**src/rtl/pc_gen_pkg.sv**
```systemverilog
// Shared types and constants for the program-counter generator.
// Holds the FSM state, next-PC select encoding and default vectors.
package pc_gen_pkg;

    typedef enum logic {
        StBoot,
        StRun
    } state_e;

    typedef enum logic [2:0] {
        SelHold,
        SelSeq,
        SelTrap,
        SelMisalign,
        SelMret,
        SelRedirect
    } next_sel_e;

    localparam logic [31:0] DefaultResetVector = 32'h0000_0000;
    localparam logic [31:0] DefaultTrapVector  = 32'h0000_0100;

    // Compressed ISA only needs halfword alignment.
    function automatic logic is_misaligned(input logic [1:0] low, input logic c_ext);
        return c_ext ? low[0] : (low != 2'b00);
    endfunction

endpackage

```
**src/rtl/pc_gen_unit_pc_incr.sv**
```systemverilog
// Sequential-PC incrementer: pc + 2 for a 16-bit instruction (compressed ISA only), else pc + 4.
module pc_incr #(
    parameter int unsigned XLEN  = 32,
    parameter bit          C_EXT = 1'b0
) (
    input  logic [XLEN-1:0] pc_i,
    input  logic            len16_i,
    output logic [XLEN-1:0] pc_plus_o
);

    always_comb begin
        if (C_EXT && len16_i) begin
            pc_plus_o = pc_i + XLEN'(2);
        end else begin
            pc_plus_o = pc_i + XLEN'(4);
        end
    end

endmodule

```
**src/rtl/pc_gen_unit.sv**
```systemverilog
// Program-counter generator: PC and MEPC registers, boot/run FSM, next-PC priority mux
// and a fetch valid/ready request towards instruction memory.
module pc_gen_unit
    import pc_gen_pkg::*;
#(
    parameter int unsigned     XLEN         = 32,
    parameter logic [XLEN-1:0] RESET_VECTOR = XLEN'(DefaultResetVector),
    parameter logic [XLEN-1:0] TRAP_VECTOR  = XLEN'(DefaultTrapVector),
    parameter bit              C_EXT        = 1'b0
) (
    input  logic            clk,
    input  logic            reset,
    input  logic            stall_i,
    output logic            fetch_valid_o,
    input  logic            fetch_ready_i,
    input  logic            instr_len16_i,
    input  logic            redirect_valid_i,
    input  logic [XLEN-1:0] redirect_target_i,
    input  logic            trap_i,
    input  logic            mret_i,
    output logic [XLEN-1:0] pc_o,
    output logic [XLEN-1:0] pc_plus_o,
    output logic [XLEN-1:0] mepc_o,
    output logic            misaligned_o
);

    if (is_misaligned(RESET_VECTOR[1:0], C_EXT)) begin : g_bad_reset_vector
        $error("RESET_VECTOR is not aligned for the configured C_EXT");
    end
    if (is_misaligned(TRAP_VECTOR[1:0], C_EXT)) begin : g_bad_trap_vector
        $error("TRAP_VECTOR is not aligned for the configured C_EXT");
    end

    state_e          state_q;
    logic [XLEN-1:0] pc_q, pc_d;
    logic [XLEN-1:0] mepc_q, mepc_d;
    logic            valid_q;
    logic            mis_q, mis_d;
    logic            target_mis;
    next_sel_e       sel;

    pc_incr #(
        .XLEN  (XLEN),
        .C_EXT (C_EXT)
    ) u_pc_incr (
        .pc_i      (pc_q),
        .len16_i   (instr_len16_i),
        .pc_plus_o (pc_plus_o)
    );

    assign target_mis = is_misaligned(redirect_target_i[1:0], C_EXT);

    // Control events outrank stall and handshake; BOOT ignores every input.
    always_comb begin
        sel = SelHold;
        if (state_q == StRun) begin
            if (trap_i) begin
                sel = SelTrap;
            end else if (redirect_valid_i && target_mis) begin
                sel = SelMisalign;
            end else if (mret_i) begin
                sel = SelMret;
            end else if (redirect_valid_i) begin
                sel = SelRedirect;
            end else if (stall_i) begin
                sel = SelHold;
            end else if (valid_q && fetch_ready_i) begin
                sel = SelSeq;
            end
        end
    end

    always_comb begin
        pc_d   = pc_q;
        mepc_d = mepc_q;
        mis_d  = 1'b0;
        unique case (sel)
            SelTrap: begin
                pc_d   = TRAP_VECTOR;
                mepc_d = pc_q;
            end
            SelMisalign: begin
                pc_d   = TRAP_VECTOR;
                mepc_d = pc_q;
                mis_d  = 1'b1;
            end
            SelMret:     pc_d = mepc_q;
            SelRedirect: pc_d = redirect_target_i;
            SelSeq:      pc_d = pc_plus_o;
            default:     pc_d = pc_q;
        endcase
    end

    always_ff @(posedge clk or posedge reset) begin
        if (reset) begin
            state_q <= StBoot;
            pc_q    <= RESET_VECTOR;
            mepc_q  <= '0;
            valid_q <= 1'b0;
            mis_q   <= 1'b0;
        end else begin
            unique case (state_q)
                StBoot: begin
                    state_q <= StRun;
                    valid_q <= 1'b1;
                end
                StRun: begin
                    state_q <= StRun;
                    valid_q <= 1'b1;
                end
                default: begin
                    state_q <= StBoot;
                    valid_q <= 1'b0;
                end
            endcase
            pc_q   <= pc_d;
            mepc_q <= mepc_d;
            mis_q  <= mis_d;
        end
    end

    assign pc_o          = pc_q;
    assign mepc_o        = mepc_q;
    assign fetch_valid_o = valid_q;
    assign misaligned_o  = mis_q;

endmodule

```
**config.mk**
```make
export PLATFORM = sky130hd
export DESIGN_NAME = pc_gen_unit
export DESIGN_NICKNAME = d
export VERILOG_FILES = /design/src/rtl/pc_gen_pkg.sv /design/src/rtl/pc_gen_unit_pc_incr.sv /design/src/rtl/pc_gen_unit.sv
export SDC_FILE = /design/constraint.sdc
export NUM_CORES = 1
export LEC_CHECK = 0
export BUFFER_PORTS_ARGS = -buffer_cell sky130_fd_sc_hd__buf_2
export CAP_MARGIN = 20
export CORE_MARGIN = 8
export CORE_UTILIZATION = 43
export CTS_BUF_LIST = sky130_fd_sc_hd__clkbuf_4 sky130_fd_sc_hd__clkbuf_8
export DETAILED_ROUTE_END_ITERATION = 8
export MAX_ROUTING_LAYER = met4
export PLACE_DENSITY = 0.73
export SLEW_MARGIN = 20
export SYNTH_ARGS = -nofsm -noshare
export SYNTH_HDL_FRONTEND = slang
export SYNTH_HIERARCHICAL = 1
export SYNTH_SLANG_ARGS = --single-unit
```
**constraint.sdc**
```tcl
create_clock -name clk -period 2.8 [get_ports clk]
set_input_delay 0.28 -clock clk [delete_from_list [all_inputs] [get_ports clk]]
set_output_delay 0.28 -clock clk [all_outputs]
set_load 0.02 [all_outputs]
```
==> impl_metrics.ini <==
[outcome]
status = completed

[sta]
timing.hold.ws_ns = 0.0474
fin_skew_ns = 0.00815
max-slew-margin-rel_pct = 44.8
slew_violations = 0
fin_ws_ns = 0.276
setup_viol = 0
hold_violations = 0
rsz0062_at_grt = false
setup_tns_ns = 0
timing.final.crit_period_ns = 2.52
worstMarginPinSlew_ns = 0.826
post-route-period-util_pct = 90.2
fmaxAchievable_mhz = 396

[grt]
antenna_found_initial = 0
grt_pass1_wl_mm = 20.5
grt_max_degree = 47
grt_pass1_vias = 3948
overflow = 0
grtUsageTotal_pct = 20.7

[finish]
nFillCells = 807
drive_above_1_share_pct = 40.9
num_antenna_cells = 0
area_delta_synth_final_pct = 26.7
final_cell_mix = buf_2 (136), dfrtp_1 (66), and3_1 (63)
layout.nets = 552
final_util_pct = 56.2
final_common_cell = buf_2

[placement]
dpl.hpwl_mm = 8.78
gp_congestion = 0.805
place.port_buffers = 136
pre_cts_slack_ns = 0.363

[clock_network]
clk_path_buf_depth = 2
holdBufCountCts = 0
clk_latency_ns = 0.35
clk_pin_slew_ns = 0.08
cts_buffers = 9
clock_sinks = 66
cts_root_buf = clkbuf_8
h-tree-depth = 3
cts_tree = yes

[worst_setup_path]
worstPathMaxFanout = 7
crit_required_ns = 2.52
cp-end-kind = primary output
start_kind = flip-flop
worstPathArrival_ns = 2.24
critical_path_class = flip-flop to primary output

[synthesis]
synth_top_area_share_pct = 42.7
netlist_instances = 379
ys_seq_area_share_pct = 42.7
postSynthAreaPerCell_um2 = 10.2
synthTopCellsByArea = dfrtp_1 (43%), and3_1 (10%), mux2_2 (8.7%)
synth_nets = 420
synth_area_um2 = 3870
synth.largest_area_cell = dfrtp_1
ys_types = 37
ys_ff_latch = 66
yosysWarnings = 6

[hold_path]
min_path_type = primary input to asynchronous set/reset pin

[detailed_routing]
wl_per_cell_um = 19.8
route.vias.total = 3591
ant_nets = 0
drtIter0Drc = 215
viasPerCell = 5.75
drcViolationCount = 0
dr.pass1.iters = 4
routed_wl_mm = 12.4

[power]
internal-power_w = 0.00150
ir_drop_mv = 0.229
combPwrFrac_pct = 14.2
leakagePower_nw = 2.92
p_seq_share_pct = 47.7
total_power_w = 0.00213
power_density_nw_per_um2 = 434
p_clk_share_pct = 38.2
switching_share_pct = 29.7
netSwitchingPower_w = 0.000632

[die]
row_count = 34
coreArea_um2 = 8720
start_util_pct = 44.3
die_y_um = 111
die_area_um2 = 12300
ios = 138
die_x_um = 111

[flow_run]
cap_violations = 0
[routing by layer]
metal	part of all wire [%]	GRT usage [%]	routed length, µm	vias up
li1	-	-	-	1661
met2	48	32.8	5920	147
met5	0	-	0	-
met1	44	25.5	5470	1770
met4	1.2	7.30	148	0
met3	6.7	4.49	835	13
[what timing repair did]
item / in CTS / in global routing
buffers inserted: 0 / 3
endpoints found under the setup margin: 0 / 4
gates resized for setup: 0 / 0
[cells in the mapped netlist (all sizes together)]
cell	count
o311a	1
conb	1
xnor2	21
or2	2
mux2	32
and4	2
and3	63
xor2	7
nand4	10
o21a	1
clkbuf	10
nand2b	1
o31ai	1
a2111o	29
and2	1
a32oi	1
nor2b	3
nor4b	2
nor2	8
a221o	2
o21ai	2
o41ai	1
nand2	40
ha	1
nand3	12
nor4	2
inv	4
nor3	32
dfrtp	66
buf	21
[sequential cells by signal (all words and copies together) (netlist names)]
| signal | count |
|---|---|
| mepc_o | 32 |
| pc_o | 32 |
| fetch_valid_o | 1 |
| misaligned_o | 1 |
[worst paths after layout]
kind | start | end | slack, ns | depth (start not counted)
worst max-delay path | pc_o[4] | pc_plus_o[27] | 0.28 | 7
worst min-delay path | reset | mepc_o[2] | 0.05 | 2
worst max register to register | pc_o[2] | pc_o[24] | 0.50 | 8
worst min register to register | mepc_o[13] | mepc_o[13] | 0.53 | 1
max in group asynchronous | reset | pc_o[15] | 2.08 | 3
min in group clk | redirect_target_i[18] | pc_o[18] | 0.25 | 3
[power groups by stage]
stage | Combinational [W] | Sequential, W | Clock (W)
after floorplan | 0.000142 | 0.00106 | 0
after global placement | 0.000301 | 0.00103 | 0
after detailed placement | 0.000304 | 0.00103 | 0
after CTS | 0.000305 | 0.00101 | 0.000829
after global routing | 0.000327 | 0.00102 | 0.000862
final | 0.000301 | 0.00101 | 0.000812
[metrics by stage]
step,instance area (µm²),cells
floorplan,3870,379
global placement,4680,605
detailed placement,4680,605
CTS,4880,621
global route,4900,624
finish,4900,624
[final cells by class]
type	count	area (µm²)	area share, %
clock buffers	9	124	2.53
clock inverters	7	70.1	1.43
inverters	4	15.0	0.306
multi-input cells	278	2080	42.4
flip-flops and latches	66	1650	33.7
well taps	108	135	2.76
repair buffers	152	826	16.8
[critical path, stage by stage (launching register included)]
cell     delay, ns
dfrtp_1       0.48
nand4_1       0.26
nor4_4        0.32
buf_4         0.21
buf_4         0.13
nand3_1       0.08
xnor2_1       0.21
buf_2         0.21
[kinds of logic (layout without fill, tap and decap cells)]
family                   after synthesis  in the layout  synth area share, %
XOR/XNOR                              28             28                 6.34
adder cells (fa/ha/maj)                1              1                0.323
other                                  1              1               0.0970
AND/OR/NAND/NOR                      178            178                 25.9
multiplexers                          32             32                 9.32
flip-flops                            66             66                 42.7
AO/OA/AOI/OAI                         38             38                 10.6
buffers and inverters                 35            172                 4.66
Power figures use the tool's default switching activity.
